`config.mk`:
```
export PLATFORM = sky130hd
export DESIGN_NAME = mem_stage
export DESIGN_NICKNAME = d
export VERILOG_FILES = /design/src/rtl/mem_stage.sv
export SDC_FILE = /design/constraint.sdc
export NUM_CORES = 1
export LEC_CHECK = 0
export ABC_AREA = 1
export ABC_CLOCK_PERIOD_IN_PS = 2400
export BUFFER_PORTS_ARGS = -buffer_cell sky130_fd_sc_hd__buf_2
export CAP_MARGIN = 25
export CELL_PAD_IN_SITES_DETAIL_PLACEMENT = 0
export CELL_PAD_IN_SITES_GLOBAL_PLACEMENT = 1
export CORE_ASPECT_RATIO = 1.5
export CORE_UTILIZATION = 36
export CTS_BUF_LIST = sky130_fd_sc_hd__clkbuf_4
export DETAILED_ROUTE_END_ITERATION = 7
export HOLD_SLACK_MARGIN = 0.08
export PLACE_DENSITY_LB_ADDON = 0.1
export SYNTH_ARGS = -nofsm -noshare
export SYNTH_HDL_FRONTEND = slang
export SYNTH_SLANG_ARGS = --single-unit
```
`constraint.sdc`:
```
create_clock -name clk -period 2.4 [get_ports clk]
set_input_delay 0 -clock clk [delete_from_list [all_inputs] [get_ports clk]]
set_output_delay 0 -clock clk [all_outputs]
set_load 0.05 [all_outputs]
```
`src/rtl/mem_stage.sv`:
```
// Memory-access stage: breaks one load/store into little-endian byte
// transfers on a shared byte-wide RAM port, extends load data and hands
// the write-back triple to MEM/WB. Stalls upstream while an access runs.
module mem_stage #(
  parameter int ADDR_W = 17
) (
  input  logic              clk,
  input  logic              rst,
  input  logic [4:0]        wd_i,
  input  logic              wreg_i,
  input  logic [31:0]       wdata_i,
  input  logic              mem_req_i,
  input  logic              mem_we_i,
  input  logic [2:0]        mem_funct3_i,
  input  logic [31:0]       mem_addr_i,
  input  logic [31:0]       mem_write_data_i,
  input  logic              mem_grant_i,
  input  logic [7:0]        ram_din_i,
  output logic              ram_req_o,
  output logic [ADDR_W-1:0] ram_addr_o,
  output logic              ram_wr_o,
  output logic [7:0]        ram_dout_o,
  output logic [4:0]        wd_o,
  output logic              wreg_o,
  output logic [31:0]       wdata_o,
  output logic              stall_req_o
);

  typedef enum logic [1:0] {IDLE, WAIT_GNT, XFER, DONE} state_t;

  state_t            state;
  logic [ADDR_W-1:0] base;
  logic [31:0]       sdata;
  logic [2:0]        f3;
  logic              we;
  logic [2:0]        k;      // issue count within XFER
  logic [3:0][7:0]   lane;   // captured load bytes, lane i = byte i

  logic              legal;
  logic [2:0]        nb;
  logic              xfer_last;
  logic [31:0]       ld_data;
  logic [31:0]       sshift;

  // Legal loads: LB/LH/LW/LBU/LHU; legal stores: SB/SH/SW. Anything else
  // behaves like a plain ALU op.
  always_comb begin
    legal = 1'b0;
    if (mem_req_i) begin
      if (mem_we_i) legal = !mem_funct3_i[2] && (mem_funct3_i[1:0] != 2'd3);
      else          legal = (mem_funct3_i[1:0] != 2'd3) &&
                            !(mem_funct3_i[2] && mem_funct3_i[1]);
    end
  end

  // Byte count of the latched access, and the last XFER cycle. A load needs
  // one extra cycle to capture the byte addressed in its final issue cycle.
  always_comb begin
    case (f3[1:0])
      2'd0:    nb = 3'd1;
      2'd1:    nb = 3'd2;
      default: nb = 3'd4;
    endcase
    xfer_last = we ? (k == nb - 3'd1) : (k == nb);
  end

  // Access sequencer; reset aborts immediately, already-written bytes stay.
  always_ff @(posedge clk or negedge rst) begin
    if (!rst) begin
      state <= IDLE;
      base  <= '0;
      sdata <= '0;
      f3    <= '0;
      we    <= 1'b0;
      k     <= '0;
      lane  <= '0;
    end else begin
      case (state)
        IDLE: if (legal) begin
          base  <= mem_addr_i[ADDR_W-1:0];
          sdata <= mem_write_data_i;
          f3    <= mem_funct3_i;
          we    <= mem_we_i;
          lane  <= '0;
          state <= WAIT_GNT;
        end
        WAIT_GNT: if (mem_grant_i) begin
          k     <= '0;
          state <= XFER;
        end
        XFER: begin
          k <= k + 3'd1;
          // byte addressed in cycle i arrives in cycle i+1
          for (int i = 0; i < 4; i++)
            if (!we && k == 3'(i + 1)) lane[i] <= ram_din_i;
          if (xfer_last) state <= DONE;
        end
        DONE: state <= IDLE;
        default: state <= IDLE;
      endcase
    end
  end

  // Load extension from the captured byte lanes.
  always_comb begin
    case (f3)
      3'd0:    ld_data = {{24{lane[0][7]}}, lane[0]};
      3'd4:    ld_data = {24'd0, lane[0]};
      3'd1:    ld_data = {{16{lane[1][7]}}, lane[1], lane[0]};
      3'd5:    ld_data = {16'd0, lane[1], lane[0]};
      default: ld_data = {lane[3], lane[2], lane[1], lane[0]};
    endcase
  end

  // RAM port drive: address/data only while a byte is being issued.
  always_comb begin
    sshift     = sdata >> {k[1:0], 3'b000};
    ram_req_o  = (state == WAIT_GNT) || (state == XFER);
    ram_wr_o   = (state == XFER) && we;
    ram_addr_o = '0;
    ram_dout_o = '0;
    if (state == XFER && k < nb) ram_addr_o = base + ADDR_W'(k);
    if (ram_wr_o)                ram_dout_o = sshift[7:0];
  end

  // Pipeline side: pass-through when idle, result in DONE, bubble while
  // stalled. Gated by reset so everything reads 0 the moment reset asserts.
  always_comb begin
    stall_req_o = 1'b0;
    wd_o        = '0;
    wreg_o      = 1'b0;
    wdata_o     = '0;
    if (rst) begin
      case (state)
        IDLE: begin
          if (legal) stall_req_o = 1'b1;
          else begin
            wd_o    = wd_i;
            wreg_o  = wreg_i;
            wdata_o = wdata_i;
          end
        end
        WAIT_GNT, XFER: stall_req_o = 1'b1;
        DONE: begin
          wd_o    = wd_i;
          wreg_o  = wreg_i;
          wdata_o = we ? wdata_i : ld_data;
        end
        default: ;
      endcase
    end
  end

endmodule
```
==> results of run 1 <==
## what timing repair did
action,4_1_cts,5_1_grt
resized for setup,7,71
buffers inserted,2,9
hold endpoints to repair,111,0
cloned,1,1
pin swaps,1,8
hold buffers,64,0
endpoints found under the setup margin,33,43
## cell type report
class	instances	area (sq um)	share of cell area, %
repair inverters	1	7.51	0.100
well taps	196	245	3.27
clock inverters	6	58.8	0.784
clock buffers	9	67.6	0.901
diodes	1	2.50	0.0334
multi-input cells	571	2850	38.0
repair buffers	260	1830	24.3
flip-flops and latches	90	2250	30.0
inverters	49	191	2.55
## worst max-delay path: cells and delay by family, from the launching register on
| family | cells | cell delay (ns) |
|---|---|---|
| AOI/OAI and AO/OA | 2 | 0.20 |
| adders and majority gates | 1 | 0.21 |
| buffers and inverters | 5 | 0.73 |
| DFF | 1 | 0.46 |
| and+or+nand+nor | 3 | 0.24 |
## metrics by stage
| stage | util (%) | hold WS, ns |
|---|---|---|
| 2_1_floorplan | - | -0.296 |
| 3_3_place_gp | 44.1 | 0.0382 |
| 3_5_place_dp | 44.1 | 0.0323 |
| 4_1_cts | 49.8 | 0.259 |
| 5_1_grt | 51.6 | 0.261 |
| 6_report | 51.6 | 0.254 |
## cells in the mapped netlist (14+ instances only)
master | instances | area, sq um
o21ai_0 | 38 | 190
inv_1 | 40 | 150
nand3_1 | 57 | 285
buf_2 | 14 | 70.1
clkbuf_1 | 14 | 52.6
dfrtp_1 | 90 | 2250
a21oi_1 | 49 | 245
ha_1 | 16 | 200
nand2_1 | 229 | 860
o21ai_1 | 47 | 235
nor2_1 | 93 | 349
## routing by layer
| metal | wire length [um] | share of wire [%] |
|---|---|---|
| met2 | 8860 | 54 |
| met3 | 581 | 3.5 |
| met4 | 312 | 1.9 |
| met1 | 6640 | 40 |
| met5 | 0 | 0 |
## flip-flops by register name (all words and copies together) (netlist names)
| register | cells |
|---|---|
| base | 17 |
| f3 | 3 |
| k | 3 |
| lane | 32 |
| sdata | 32 |
| state | 2 |
| we | 1 |
## cell families (layout without fill, tap and decap cells)
group           after synthesis  in the layout  share of synthesized area, %
flops                        90             90                          41.9
fa+ha+maj                    17             17                          4.10
simple gates                390            390                          29.4
xor+xnor                      3              3                         0.489
other cells                   0              1                             0
compound gates              160            161                          17.0
buf+inv                      86            325                          7.11
## power breakdown
part	total, mW	switching [mW]	internal, mW
Sequential	2.75	0.525	2.22
Clock	0.831	0.525	0.306
Combinational	5.68	3.89	1.78
Total	9.26	4.94	4.31
## how the worst max path moves through the flow
stage | start | endpoint | slack (ns) | depth (start not counted)
3_3_place_gp | k[0]$_DFFE_PN0P_ | lane[31]$_DFFE_PN0P_ | 0.43 | 9
3_5_place_dp | k[0]$_DFFE_PN0P_ | lane[29]$_DFFE_PN0P_ | 0.42 | 9
4_1_cts | state[0]$_DFFE_PN0P_ | wdata_o[3] | -0.03 | 6
2_1_floorplan | f3[1]$_DFFE_PN0P_ | ram_addr_o[10] | 0.007 | 9
5_1_grt | f3[0]$_DFFE_PN0P_ | ram_addr_o[2] | -0.11 | 12
6_report | f3[1]$_DFFE_PN0P_ | ram_addr_o[2] | 0.1 | 11
==> flow_metrics.py, run 1 <==
metrics = {
    "outcome": {
        "status": "complete, no violations",
    },
    "layout": {
        "drive_gt1_share_pct": 27.7,
        "areaGrowthSynthToFinish_pct": 39.7,
        "finalInstanceArea_sq_um": 7500,
        "fillers": 1473,
        "final_cells": 1183,
        "fin_nets": 1117,
        "final_cell_mix": "225 x nand2_1, 144 x buf_2, 89 x dfrtp_1",
        "mostFrequentLayoutCell": "nand2_1",
    },
    "synth": {
        "ys_seq_area_share_pct": 41.9,
        "async_reset_ff_share_pct": 100,
        "synth_warnings": 0,
        "synthCells": 746,
        "synth_ff_type": "dfrtp_1",
        "ys_ff_latch": 90,
        "synth_cell_types": 32,
        "syn_area_sq_um": 5370,
        "syn_area_per_cell_sq_um": 7.20,
        "synth_edf_count": 0,
        "syn_nets": 881,
    },
    "clock_tree": {
        "htree_levels": 3,
        "cts_buffers": 9,
        "clock_latency_ns": 0.44,
        "cts.clk_slew.worst_paths_ns": 0.14,
        "root_buffer": "clkbuf_4",
        "clockBufferDepth": 2,
        "cts_tree": "yes",
        "cts.sinks": 90,
    },
    "timing": {
        "fmax_mhz": 434,
        "period_share_pct": 95.9,
        "clock_skew_ns": 0.0227,
        "setup_viol": 0,
        "worst_slew_pin_slew_ns": 0.867,
        "slew_headroom_pct": 42.2,
        "finalSetupTns_ns": 0,
        "min_period_ns": 2.30,
        "hold_viol": 0,
        "maxSlewViolCount": 0,
        "rsz0062_at_grt": "yes",
        "fin_ws_ns": 0.0985,
    },
    "critical_path": {
        "worstPathRequired_ns": 2.40,
        "critPathCaptureType": "output pin",
        "crit_arrival_ns": 2.30,
        "cp_max_fo": 6,
        "rr_startpoint": "k[0]$_DFFE_PN0P_",
        "r2r_end": "lane[24]$_DFFE_PN0P_",
        "rrSetupSlack_ns": 0.38,
        "path_class": "reg -> out",
        "path_cells": "buf_4 > inv_1 > ha_4 > nand2_1 > nand2_1 > nor2_1 > buf_6 > buf_6 > o21ai_0 > a21oi_1 > buf_4",
        "reg2reg_depth": 9,
        "slowest_stage": "dfrtp_2",
        "critPathMaxStageDelay_ns": 0.46,
        "start_kind": "register",
    },
    "floorplan": {
        "io_pins": 184,
        "core-area_sq_um": 14500,
        "die_area_sq_um": 15400,
        "die_h_um": 152,
        "initial_core_util_pct": 37.0,
        "rows": 54,
        "die_w_um": 102,
    },
    "global_route": {
        "antenna_found_initial": 1,
        "use_met2_pct": 40.4,
        "gr-usage-all-layers_pct": 21.6,
        "grt_overflow": 0,
        "grt_max_degree": 68,
        "grt_pass1_vias": 5416,
        "gr-usage-met1_pct": 24.6,
        "use_met3_pct": 2.94,
        "top_usage_layer": "met2",
        "grt_first_pass_wirelength_mm": 25.7,
    },
    "placement": {
        "dpl.cell_count": 1090,
        "gp_congestion": 0.788,
        "dp_hpwl_mm": 11.5,
        "post-place-ws_ns": 0.417,
        "placed_area_sq_um": 6410,
        "port_buffers": 168,
    },
    "min_path": {
        "hold_path_end": "base[2]$_DFFE_PN0P_",
        "hold_path_depth": 7,
        "hold_start": "mem_req_i",
        "hold_path.class": "in -> reg",
    },
    "run": {
        "drv_cap": 0,
    },
    "drt": {
        "wl_per_cell_um": 13.9,
        "dr_total_vias": 5678,
        "drcViolationCount": 0,
        "ant_nets": 0,
        "drt-total-wl_mm": 16.4,
        "drt_iter0_drc": 168,
        "drtPass1Iterations": 5,
        "avgViaCountPerCell": 4.80,
    },
    "power_and_ir_drop": {
        "vdd_drop_max_v": 0.000595,
        "p_total_mw": 9.26,
        "p_leak_nw": 3.71,
        "power_density_nw_per_um2": 1230,
    },
}
No activity file was read; power rests on OpenSTA's default activity.
==> inputs of run 2 (changes only) <==
Settings changed: GPL_TIMING_DRIVEN from default to 1, RECOVER_POWER from default to 100.
==> run 2 against run 1 <==
  * Clock power is essentially flat
  * Via count grew 0.21%
  * Register-to-register slack lost 0.17 ns
  * Cell count is the same
  * Final area shrank 0.67%
  * Sequential share of layout area grew 0.20 points
  * Flip-flop and latch count is the same
  * Utilization shrank 0.34 points
  * Power shrank 0.88%
  * First-iteration DRC count grew 1.8%
  * Largest cell class unchanged
==> flow_metrics.py, run 2 (same netlist as run 1, synthesis figures left out) <==
metrics = {
    "timing": {
        "maxSlewViolCount": 0,
        "worst_slew_pin_slew_ns": 0.942,
        "rsz0062_at_grt": "yes",
        "fmax_mhz": 434,
        "min_period_ns": 2.31,
        "slew_headroom_pct": 37.2,
        "setup_viol": 0,
        "fin_ws_ns": 0.0945,
        "clock_skew_ns": 0.0216,
        "period_share_pct": 96.1,
        "hold_viol": 0,
    },
    "critical_path": {
        "cp-endpoint": "ram_addr_o[11]",
        "crit_cells": 11,
        "cp_max_fo": 6,
        "slowest_stage": "dfrtp_1",
        "path_delay_family": "buffers and inverters",
        "path_class": "reg -> out",
        "start_kind": "register",
        "rr_startpoint": "k[0]$_DFFE_PN0P_",
        "r2r_end": "lane[29]$_DFFE_PN0P_",
        "reg2reg_depth": 9,
        "critPathCaptureType": "output pin",
        "rrSetupSlack_ns": 0.21,
        "worstPathRequired_ns": 2.40,
        "cp_num_buf_inv": 5,
        "critPathLaunch": "f3[0]$_DFFE_PN0P_",
        "critPathMaxStageDelay_ns": 0.40,
        "path_cells": "inv_1 > nor2_2 > inv_2 > ha_1 > nand2_2 > nor2_1 > nor2_1 > buf_6 > clkinvlp_4 > nor2_2 > buf_6",
        "crit_arrival_ns": 2.31,
    },
    "layout": {
        "areaGrowthSynthToFinish_pct": 38.8,
        "drive_gt1_share_pct": 26.8,
        "final_cell_mix": "229 x nand2_1, 131 x buf_2, 89 x dfrtp_1",
        "top_regs": "lane (32), sdata (32), base (17)",
        "mostFrequentLayoutCell": "nand2_1",
        "fin_nets": 1117,
        "final_cells": 1183,
        "utilization_pct": 51.3,
        "fillers": 1480,
    },
    "floorplan": {
        "die_w_um": 102,
        "io_pins": 184,
        "die_area_sq_um": 15400,
        "core-area_sq_um": 14500,
        "die_h_um": 152,
        "initial_core_util_pct": 37.0,
        "rows": 54,
    },
    "clock_tree": {
        "cts_buffers": 9,
        "root_buffer": "clkbuf_4",
        "cts_tree": "yes",
        "cts.clk_slew.worst_paths_ns": 0.15,
        "clock_latency_ns": 0.45,
        "clockBufferDepth": 2,
        "htree_levels": 3,
        "cts.sinks": 90,
    },
    "power_and_ir_drop": {
        "clockPowerShare_pct": 9.1,
        "switching_share_pct": 53.6,
        "seq_power_share_pct": 30.0,
        "internal-power_mw": 4.26,
        "p_total_mw": 9.17,
        "p_sw_mw": 4.92,
        "power_density_nw_per_um2": 1230,
        "vdd_drop_max_v": 0.000595,
        "p_leak_nw": 3.69,
        "comb_power_share_pct": 60.9,
    },
    "global_route": {
        "grt_pass1_vias": 5416,
        "gr-usage-all-layers_pct": 21.6,
        "antenna_found_initial": 1,
        "grt_max_degree": 68,
        "grt_first_pass_wirelength_mm": 25.7,
        "grt_overflow": 0,
    },
    "drt": {
        "avgViaCountPerCell": 4.81,
        "dr_total_vias": 5690,
        "drtPass1Iterations": 5,
        "drt_iter0_drc": 171,
        "ant_nets": 0,
        "drcViolationCount": 0,
        "wl_per_cell_um": 13.9,
        "drt-total-wl_mm": 16.4,
    },
    "outcome": {
        "status": "complete, no violations",
    },
    "run": {
        "drv_cap": 0,
    },
    "placement": {
        "port_buffers": 168,
        "dp_hpwl_mm": 11.5,
        "post-place-ws_ns": 0.417,
        "gp_congestion": 0.788,
        "dpl.cell_count": 1090,
    },
    "min_path": {
        "hold_path.class": "in -> reg",
    },
}
[run 2: changes by cell type in the layout (fill, tap and decap cells not counted), moves of 3 or more]
cell      delta
o21ai_0     +16
nand2_2      -4
buf_2       -13
o21ai_1     -16
clkbuf_2    +14
clkbuf_1     +3
buf_4        -4
nand2_1      +4
[run 2: stage by stage]
step | cell area, sq um | setup TNS (ns) | hold slack [ns]
floorplan | 5370 | 0 | -0.296
global placement | 6410 | 0 | 0.0382
detailed placement | 6410 | 0 | 0.0323
CTS | 7230 | -0.186 | 0.259
global route | 7450 | -1.27 | 0.298
finish | 7450 | 0 | 0.303
[run 2: cell type report]
class / count / area [sq um] / area share [%]
clock inverters: 6 / 58.8 / 0.789
diodes: 1 / 2.50 / 0.0336
multi-input cells: 571 / 2840 / 38.0
inverters: 49 / 191 / 2.57
repair buffers: 260 / 1790 / 24.0
flip-flops and latches: 90 / 2250 / 30.2
repair inverters: 1 / 7.51 / 0.101
clock buffers: 9 / 67.6 / 0.907
well taps: 196 / 245 / 3.29
[run 2: worst min-delay path by stage]
stage                               startpoint               endpoint  slack, ns  depth (start not counted)
after global routing      mem_write_data_i[19]  sdata[19]$_DFFE_PN0P_       0.30                          4
after CTS                            mem_req_i    base[6]$_DFFE_PN0P_       0.26                          7
after detailed placement                   rst  sdata[26]$_DFFE_PN0P_       0.03                          2
final                     mem_write_data_i[19]  sdata[19]$_DFFE_PN0P_       0.30                          4
after floorplan                            rst    base[0]$_DFFE_PN0P_      -0.30                          0
after global placement                     rst  sdata[26]$_DFFE_PN0P_       0.04                          2
[run 2: layer usage]
layer	wire length [um]	vias to the layer above	GRT usage [%]
met5	0	-	0
li1	-	2883	-
met1	6670	2644	24.6
met2	8850	145	40.4
met3	558	18	2.94
met4	312	0	7.68
[run 2: worst register-to-register path, stage by stage, from the launching register on]
cell	delay [ns]
dfrtp_1	0.37
buf_4	0.25
clkinv_1	0.13
clkbuf_2	0.30
ha_1	0.29
nand3_1	0.08
o21ai_0	0.08
nand2_1	0.41
nand2_1	0.10
o21ai_1	0.10
[run 2: power by group through the flow]
stage | combinational [mW] | sequential, mW | clock [mW]
3_3_place_gp | 5.00 | 2.74 | 0
3_5_place_dp | 5.09 | 2.77 | 0
2_1_floorplan | 3.96 | 2.62 | 0
4_1_cts | 5.27 | 2.74 | 0.858
6_report | 5.59 | 2.75 | 0.834
5_1_grt | 6.19 | 2.85 | 0.924
[run 2: timing repair]
item                       4_1_cts  5_1_grt
hold endpoints to repair       111        0
hold buffers                    64        0
pin swaps                        1        8
gates resized for setup          7       71
setup endpoints to repair       33       43
buffers inserted                 2        9
cloned                           1        1
